===== config.mk =====
export PLATFORM = sky130hd
export DESIGN_NAME = ddd_prog_sched
export DESIGN_NICKNAME = d
export VERILOG_FILES = /design/src/rtl/ddd_sched_pkg.sv /design/src/rtl/ddd_req_latch.sv /design/src/rtl/ddd_prog_sched.sv
export SDC_FILE = /design/constraint.sdc
export NUM_CORES = 1
export LEC_CHECK = 0
export ABC_AREA = 1
export ABC_CLOCK_PERIOD_IN_PS = 4100
export BUFFER_PORTS_ARGS = -buffer_cell sky130_fd_sc_hd__buf_4
export CORE_MARGIN = 5
export CORE_UTILIZATION = 65
export CTS_BUF_LIST = sky130_fd_sc_hd__clkbuf_2 sky130_fd_sc_hd__clkbuf_4 sky130_fd_sc_hd__clkbuf_8
export DETAILED_ROUTE_END_ITERATION = 7
export GPL_ROUTABILITY_DRIVEN = 0
export PLACE_DENSITY = 0.92
export SLEW_MARGIN = 40
export SYNTH_ARGS = -nofsm -noshare
export SYNTH_HDL_FRONTEND = slang
export SYNTH_HIERARCHICAL = 1
export SYNTH_SLANG_ARGS = --single-unit

===== constraint.sdc =====
create_clock -name clock -period 4.1 [get_ports clock]
set_input_delay 0 -clock clock [delete_from_list [all_inputs] [get_ports clock]]
set_output_delay 0 -clock clock [all_outputs]
set_load 0.005 [all_outputs]

===== src/rtl/ddd_sched_pkg.sv =====
// Shared encodings for the 3D3444 delay-chip programming scheduler.
package ddd_sched_pkg;

  typedef enum logic [2:0] {
    ST_IDLE      = 3'd0,
    ST_WAIT_FREE = 3'd1,
    ST_START     = 3'd2,
    ST_RUN       = 3'd3,
    ST_SETTLE    = 3'd4,
    ST_FINISH    = 3'd5
  } state_t;

  typedef enum logic {
    SRC_VME = 1'b0,
    SRC_TTC = 1'b1
  } src_t;

  localparam int RETRY_W      = 2;
  localparam int SETTLE_CNT_W = 3;

endpackage


===== src/rtl/ddd_req_latch.sv =====
// Pending-request flags for the VME and TTC requesters with fixed-priority grant.
module ddd_req_latch
  import ddd_sched_pkg::*;
(
  input  logic clock,
  input  logic global_reset,
  input  logic req_vme,
  input  logic req_ttc,
  input  logic arb_en,
  output logic grant,
  output src_t grant_src
);

  logic pend_vme_q;
  logic pend_ttc_q;
  logic clr_vme;
  logic clr_ttc;

  // VME wins whenever both are pending.
  assign grant     = arb_en & (pend_vme_q | pend_ttc_q);
  assign grant_src = pend_vme_q ? SRC_VME : SRC_TTC;
  assign clr_vme   = grant & (grant_src == SRC_VME);
  assign clr_ttc   = grant & (grant_src == SRC_TTC);

  // NOTE: state uses non-blocking assignments so every flop samples pre-edge values.
  always_ff @(posedge clock or posedge global_reset) begin
    if (global_reset) begin
      pend_vme_q <= 1'b0;
      pend_ttc_q <= 1'b0;
    end else begin
      // Set dominates clear: a pulse coinciding with its own grant queues a new job.
      pend_vme_q <= req_vme | (pend_vme_q & ~clr_vme);
      pend_ttc_q <= req_ttc | (pend_ttc_q & ~clr_ttc);
    end
  end

endmodule


===== src/rtl/ddd_prog_sched.sv =====
// Programming-cycle scheduler: arbitration, start handshake, verify with retry,
// and per-phase timeout for the 3D3444 delay-chip programmer.
module ddd_prog_sched
  import ddd_sched_pkg::*;
#(
  parameter int MAX_RETRY = 3,
  parameter int TMO_W     = 10,
  parameter int SETTLE    = 2
) (
  input  logic       clock,
  input  logic       global_reset,
  input  logic       req_vme,
  input  logic       req_ttc,
  input  logic       ddd_busy,
  input  logic       ddd_verify_ok,
  output logic       ddd_start,
  output logic       sched_busy,
  output logic       done,
  output logic       pass,
  output logic       timeout,
  output logic [1:0] retries,
  output logic       src_ttc
);

  if (MAX_RETRY < 0 || MAX_RETRY > 3) begin : g_bad_max_retry
    $error("ddd_prog_sched: MAX_RETRY must be in 0..3 to fit the 2-bit retries port");
  end
  if (SETTLE < 1 || SETTLE > 7) begin : g_bad_settle
    $error("ddd_prog_sched: SETTLE must be in 1..7");
  end

  (* syn_encoding = "safe" *) state_t state_q;
  state_t                    state_d;
  logic [TMO_W-1:0]          tmo_q;
  logic [SETTLE_CNT_W-1:0]   settle_q;
  logic [RETRY_W-1:0]        retries_q;
  logic                      grant;
  src_t                      grant_src;
  logic                      tmo_hit;
  logic                      settle_done;
  logic                      retry_ok;
  logic                      set_pass;
  logic                      set_tmo;
  logic                      inc_retry;

  ddd_req_latch u_req_latch (
    .clock        (clock),
    .global_reset (global_reset),
    .req_vme      (req_vme),
    .req_ttc      (req_ttc),
    .arb_en       (state_q == ST_IDLE),
    .grant        (grant),
    .grant_src    (grant_src)
  );

  assign tmo_hit     = &tmo_q;
  assign settle_done = (settle_q == SETTLE_CNT_W'(SETTLE - 1));
  assign retry_ok    = (int'(retries_q) < MAX_RETRY);
  assign sched_busy  = (state_q != ST_IDLE);
  assign retries     = retries_q;

  // NOTE: every always_comb output gets a default first, so no path can infer a latch.
  always_comb begin
    state_d   = state_q;
    set_pass  = 1'b0;
    set_tmo   = 1'b0;
    inc_retry = 1'b0;
    case (state_q)
      ST_IDLE:
        if (grant) state_d = ST_WAIT_FREE;
      ST_WAIT_FREE:
        if (tmo_hit) begin
          set_tmo = 1'b1;
          state_d = ST_FINISH;
        end else if (!ddd_busy) begin
          state_d = ST_START;
        end
      ST_START:
        // Busy already high on entry counts as the acknowledge; WAIT_FREE saw it low.
        if (tmo_hit) begin
          set_tmo = 1'b1;
          state_d = ST_FINISH;
        end else if (ddd_busy) begin
          state_d = ST_RUN;
        end
      ST_RUN:
        if (tmo_hit) begin
          set_tmo = 1'b1;
          state_d = ST_FINISH;
        end else if (!ddd_busy) begin
          state_d = ST_SETTLE;
        end
      ST_SETTLE:
        if (settle_done) begin
          if (ddd_verify_ok) begin
            set_pass = 1'b1;
            state_d  = ST_FINISH;
          end else if (retry_ok) begin
            inc_retry = 1'b1;
            state_d   = ST_START;
          end else begin
            state_d = ST_FINISH;
          end
        end
      ST_FINISH:
        state_d = ST_IDLE;
      default:
        state_d = ST_IDLE;
    endcase
  end

  always_ff @(posedge clock or posedge global_reset) begin
    if (global_reset) begin
      state_q   <= ST_IDLE;
      tmo_q     <= '0;
      settle_q  <= '0;
      retries_q <= '0;
      ddd_start <= 1'b0;
      done      <= 1'b0;
      pass      <= 1'b0;
      timeout   <= 1'b0;
      src_ttc   <= 1'b0;
    end else begin
      state_q <= state_d;

      // Both counters restart on any state entry, including SETTLE -> START retries.
      if (state_d != state_q)
        tmo_q <= '0;
      else if (state_q inside {ST_WAIT_FREE, ST_START, ST_RUN})
        tmo_q <= tmo_q + 1'b1;

      if (state_d != state_q)
        settle_q <= '0;
      else if (state_q == ST_SETTLE)
        settle_q <= settle_q + 1'b1;

      // Decoded from next state so the outputs are registered yet track the state exactly.
      ddd_start <= (state_d == ST_START);
      done      <= (state_d == ST_FINISH);

      if (grant) begin
        src_ttc   <= (grant_src == SRC_TTC);
        retries_q <= '0;
        pass      <= 1'b0;
        timeout   <= 1'b0;
      end
      if (inc_retry) retries_q <= retries_q + 1'b1;
      if (set_pass)  pass      <= 1'b1;
      if (set_tmo)   timeout   <= 1'b1;
    end
  end

endmodule


# [Word-level counts from Yosys, hierarchy flattened]
# Cells that the tools add are included.
[word_totals] reg_bits=25 elab_cells=73 output_inout_bits=8 inputBits=6
[classes] mux=30 eq_ne=8 order_cmp=1 n_addsub=3 n_reduce_logical=10 bitwise_logic=10
[op_table] op="$mux W3" n=12
[op_table] op="$mux W10" n=2
[op_table] op="$pmux W3 S5" n=1
[op_table] op="$mux W1" n=13
[op_table] op="$add A10 B1 Y10 const B" n=1
[op_table] op="$reduce_and A10 Y1" n=1
[op_table] op="$reduce_bool A2 Y1" n=5
[op_table] op="$eq A3 B2 Y1 const B" n=3
[op_table] op="$eq A3 B1 Y1 const B" n=2
[op_table] op="$eq A3 B3 Y1 const B" n=2
[op_table] op="$reduce_bool A3 Y1" n=2
[op_table] op="$and A1 B1 Y1" n=5
[op_table] op="$mux W2" n=2
[op_table] op="$add A3 B1 Y3 const B" n=1
[op_table] op="$logic_not A3 Y1" n=1
[op_table] op="$ne A3 B3 Y1" n=1
[op_table] op="$or A1 B1 Y1" n=3
[op_table] op="$reduce_or A3 Y1" n=1
[op_table] op="$add A2 B1 Y2 const B" n=1
[op_table] op="$lt A2 B2 Y1 const B" n=1
[op_table] op="$not A1 Y1" n=2

# [Depth between registers and ports, before layout]
[depth] ltp_word=7 depth_mapped=12 mapped_depth_nobuf=11

# [Cells and area by module]
# The synthesis kept the hierarchy.
[modules_own_cells] mod="ddd_prog_sched" n_inst=1 seq_area_each_um2=575.6 area_each_um2=1326.3 cells_each=147
[modules_own_cells] mod="ddd_req_latch" n_inst=1 seq_area_each_um2=50.0 area_each_um2=90.1 cells_each=10

# [Worst setup path before layout]
# OpenSTA, ideal clock, no wires.
[synth_path] kind="register -> register" startpoint="register state_q[1]" endpoint="register settle_q[1]" stages_incl_launch_ff=13 arrival_time_ns=1.633 slack_ns=2.343 period_less_slack_ns=1.757 setup_time_ns=0.124 path_cell_list="dfrtp_1 -> inv_1 -> nand2_2 -> nor2_1 -> o21a_1 -> inv_1 -> nor3_1 -> nor2_1 -> nand3_1 -> nand2_1 -> nand3_2 -> buf_6 -> nor3_2"
[synth_via] elab_chain_len=6 word_cells_on_any_way=18
[synth_rtl] element="start: declaration" line_no="ddd_prog_sched.sv:32" text="(* syn_encoding = \"safe\" *) state_t state_q;"
[synth_rtl] element="start signal: assignment" line_no="ddd_prog_sched.sv:124" text="state_q <= state_d;"
[synth_rtl] element="$logic_not A3 Y1 (*)" line_no="ddd_prog_sched.sv:51" text=".arb_en (state_q == ST_IDLE),"
[synth_rtl] element="$and A1 B1 Y1 (*)" line_no="ddd_req_latch.sv:20" text="assign grant = arb_en & (pend_vme_q | pend_ttc_q);"
[synth_rtl] element="via grant" line_no="ddd_prog_sched.sv:37" text="logic grant;"
[synth_rtl] element="$mux W3 (*)" line_no="ddd_prog_sched.sv:70" text="if (grant) state_d = ST_WAIT_FREE;"
[synth_rtl] element="$pmux W3 S5 (*)" line_no="ddd_prog_sched.sv:68" text="case (state_q)"
[synth_rtl] element="$ne A3 B3 Y1 (*)" line_no="ddd_prog_sched.sv:132" text="if (state_d != state_q)"
[synth_rtl] element="$mux W3 or $reduce_bool A2 Y1 (tied branches)"
[synth_rtl] element="end signal: assignment" line_no="ddd_prog_sched.sv:135" text="settle_q <= settle_q + 1'b1;"
[synth_rtl] element="end: declaration" line_no="ddd_prog_sched.sv:35" text="logic [SETTLE_CNT_W-1:0] settle_q;"
# The timed path passes the listed nets; every way through them passes the cells marked *.
# A chain may end at the register's enable or synchronous reset.

# [Final worst setup path]
[layout_path] startpoint="register state_q[0]" endpoint="register tmo_q[4]"
[layout_via] elab_chain_len=6 word_cells_on_any_way=19
[layout_rtl] element="$logic_not A3 Y1 (*)" line_no="ddd_prog_sched.sv:51"
[layout_rtl] element="$and A1 B1 Y1 (*)" line_no="ddd_req_latch.sv:20"
[layout_rtl] element="via grant" line_no="ddd_prog_sched.sv:37"
[layout_rtl] element="$mux W3 (*)" line_no="ddd_prog_sched.sv:70"
[layout_rtl] element="$pmux W3 S5 (*)" line_no="ddd_prog_sched.sv:68"
[layout_rtl] element="$ne A3 B3 Y1 (*)" line_no="ddd_prog_sched.sv:127" text="if (state_d != state_q)"
[layout_rtl] element="$mux W10 or $reduce_bool A2 Y1 (tied branches)"
[layout_rtl] element="end signal: assignment" line_no="ddd_prog_sched.sv:130" text="tmo_q <= tmo_q + 1'b1;"
[layout_rtl] element="end: declaration" line_no="ddd_prog_sched.sv:34" text="logic [TMO_W-1:0] tmo_q;"
# Marked as above.

==> metrics.cfg <==
[route]
first_iter_violations = 45
drt-total-wl_microns = 2970
via_per_inst = 5.53
drc = 0
vias = 1134
first_pass_iters = 4
ant_nets = 0
post_drt_wl_per_cell_microns = 14.5

[logic_synthesis]
async_flop_share_pct = 100
ys_seq_elements = 25
synth_xor_xnor_area_share_pct = 6.18
synth_edf_count = 0
synth-adder-area-share_pct = 3.53
syn-num-nets = 167
synth_top_area_share_pct = 44.2
syn_avg_cell_area_sq_um = 9.02
ys_seq_area_share_pct = 44.2
synthMuxAreaShare_pct = 0.707
synth_cells = 157
synth_compound_area_share_pct = 4.24
synth_cell_types = 27
yosys_most_used_dff = dfrtp_1
synth-simple-area-share_pct = 34.0
synth_largest_area_cell = dfrtp_1
synth_warnings = 6
synth_top_family_by_area = simple AND/OR/NAND/NOR gates
yosys-top-cells-area = dfrtp_1, nand2_1, nor3_2, xor2_1, nand3_1
synth_area_sq_um = 1420

[timing]
max_slew.worst_pin.slew_ns = 0.476
final.setup_skew_ns = 0.0102
fin_crit_sh_pct = 53.4
finalMaxSlewViolations = 0
post-route-min-period_ns = 2.19
rsz0062_at_grt = false
setup_viol = 0
relSlewSlack_pct = 68.2
hold_violations = 0
clock.fmax_ghz = 0.457
setup-tns-final_ns = 0

[status]
status = finished clean

[floorplan]
initial_core_util_pct = 65.9
die_h_microns = 56.7
dieArea_sq_um = 3210
coreArea_sq_um = 2150
die_width_microns = 56.7
ioPinCount = 14
rows = 17

[global_routing]
antenna_found_initial = 0
grt_max_degree = 24
overflow = 0
grt_pass1_vias = 1226
globalRouteTotalUtil_pct = 20.3
grt_pass1_wl_microns = 5150

[placement]
io_buffers = 13
place_area_sq_um = 1530
hpwl_microns = 2140

[finish]
stdcell_area_sq_um = 1600
final_cell_mix = nand2_1, dfrtp_1, inv_1, buf_4, nand3_1
antenna_cells = 0
nets = 188
fillers = 143
final_common_cell = nand2_1
drive_gt1_share_pct = 26.6
area_delta_synth_final_pct = 13.3

[critical_path]
path_class = flop to flop
ff2ff_setup_slack_ns = 1.91
crit_required_ns = 4.30
slowest_stage = dfrtp_1
cp-start-kind = flop
worstPathCellList = inv_1 -> nand2_2 -> nor2_1 -> o21a_1 -> inv_1 -> nor3_1 -> nor2_1 -> nand3_1 -> nand2_1 -> nand3_2 -> nor3_1
setup.worst_path.end_class = flop
cp.arrival_ns = 2.39
critPathMaxStageDelay_ns = 0.45
crit_fanout = 13

[pwr]
internal-power_uw = 435
switching_power_uw = 387
p_comb_share_pct = 48.0
vdd_drop_max_v = 0.000539
p_leak_uw = 0.000761
power.share.clock_pct = 13.3
switching_share_pct = 47.1
power.density_nw_per_um2 = 513
p_seq_share_pct = 38.7

[clock_tree]
cts_buffers = 3
clk_path_buf_depth = 2
cts_tree = built
root_buffer = clkbuf_4
h-tree-depth = 1
cts.sinks = 25
cts_resized = 0
clk_pin_slew_ns = 0.14
clkLatencyLatePin_ns = 0.32

[job]
timing.max_cap.violations = 0

[min_path]
hp-class = input port to async pin

## final cells by class
class / instances / area [sq um] / area share [%]
sequential: 25 / 626 / 39.0
clock inverter: 1 / 5.00 / 0.312
clock buffer: 3 / 22.5 / 1.40
inverter: 21 / 78.8 / 4.91
tap: 28 / 35.0 / 2.18
timing repair buffer: 18 / 148 / 9.20
multi-input combinational: 109 / 689 / 43.0
## path summary, 6_finish.rpt
kind                       cells past startpoint              startpoint                endpoint
min reg2reg                                    2  u_req_latch/pend_ttc_q  u_req_latch/pend_ttc_q
min                                            3            global_reset  u_req_latch/pend_vme_q
min in group clock                             4                 req_ttc  u_req_latch/pend_ttc_q
max reg2reg                                   11              state_q[0]                tmo_q[4]
max                                           11              state_q[0]                tmo_q[4]
max in group asynchronous                      3            global_reset             settle_q[2]
## sequential cells by signal (all words and copies together) (netlist names)
register,flops
ddd_start,1
settle_q,3
pass,1
u_req_latch/pend_vme_q,1
u_req_latch/pend_ttc_q,1
tmo_q,10
state_q,3
timeout,1
retries,2
src_ttc,1
done,1
## critical path: cells and delay by family, from the launching register on
family                 cells  cell delay, ns
and+or+nand+nor            8            1.18
DFF                        1            0.45
buffers and inverters      2            0.25
AOI/OAI and AO/OA          1            0.19
## synthesized netlist by cell type (all sizes together), types with 2 or more instances
cell and number:
o21ai 4, nand4 3, nand2 34, ha 4
inv 21, dfrtp 25, nor3 15, nor2 14
nand3 17, buf 2, xor2 9
## metrics by stage
stage	total power, uW	util, %	setup slack (ns)	hold slack (ns)	cells
3_5_place_dp	704	71.1	2.00	-0.127	196
6_report	823	74.7	1.91	0.0813	205
2_1_floorplan	633	-	2.34	-0.259	157
3_3_place_gp	681	71.1	2.17	-0.134	196
4_1_cts	820	74.7	1.97	0.0606	205
5_1_grt	880	74.7	1.71	0.0833	205
## kinds of logic (layout without fill, tap and decap cells)
group,Yosys count,count (layout)
AOI/OAI and AO/OA,9,9
xor gates and xnor gates,10,10
adders and majority gates,4,4
buffers and inverters,23,43
DFF,25,25
muxes,1,1
and+or+nand+nor,85,85
## per-layer routing
metal,wire (microns),track usage [%]
met1,1180,21.9
met2,1580,37.6
met3,129,2.99
met4,84,10.5
met5,0,0
## power groups by stage
| stage | clock (uW) | combinational (uW) | sequential (uW) |
|---|---|---|---|
| final | 109 | 395 | 318 |
| after floorplan | 0 | 319 | 314 |
| after global placement | 0 | 364 | 317 |
| after detailed placement | 0 | 384 | 321 |
| after CTS | 114 | 390 | 316 |
| after global routing | 126 | 432 | 322 |
## repair_timing
action,CTS,global route
hold buffers,5,0
setup buffers,0,0
hold endpoints to repair,30,0
(Power assumes the default switching activity.)
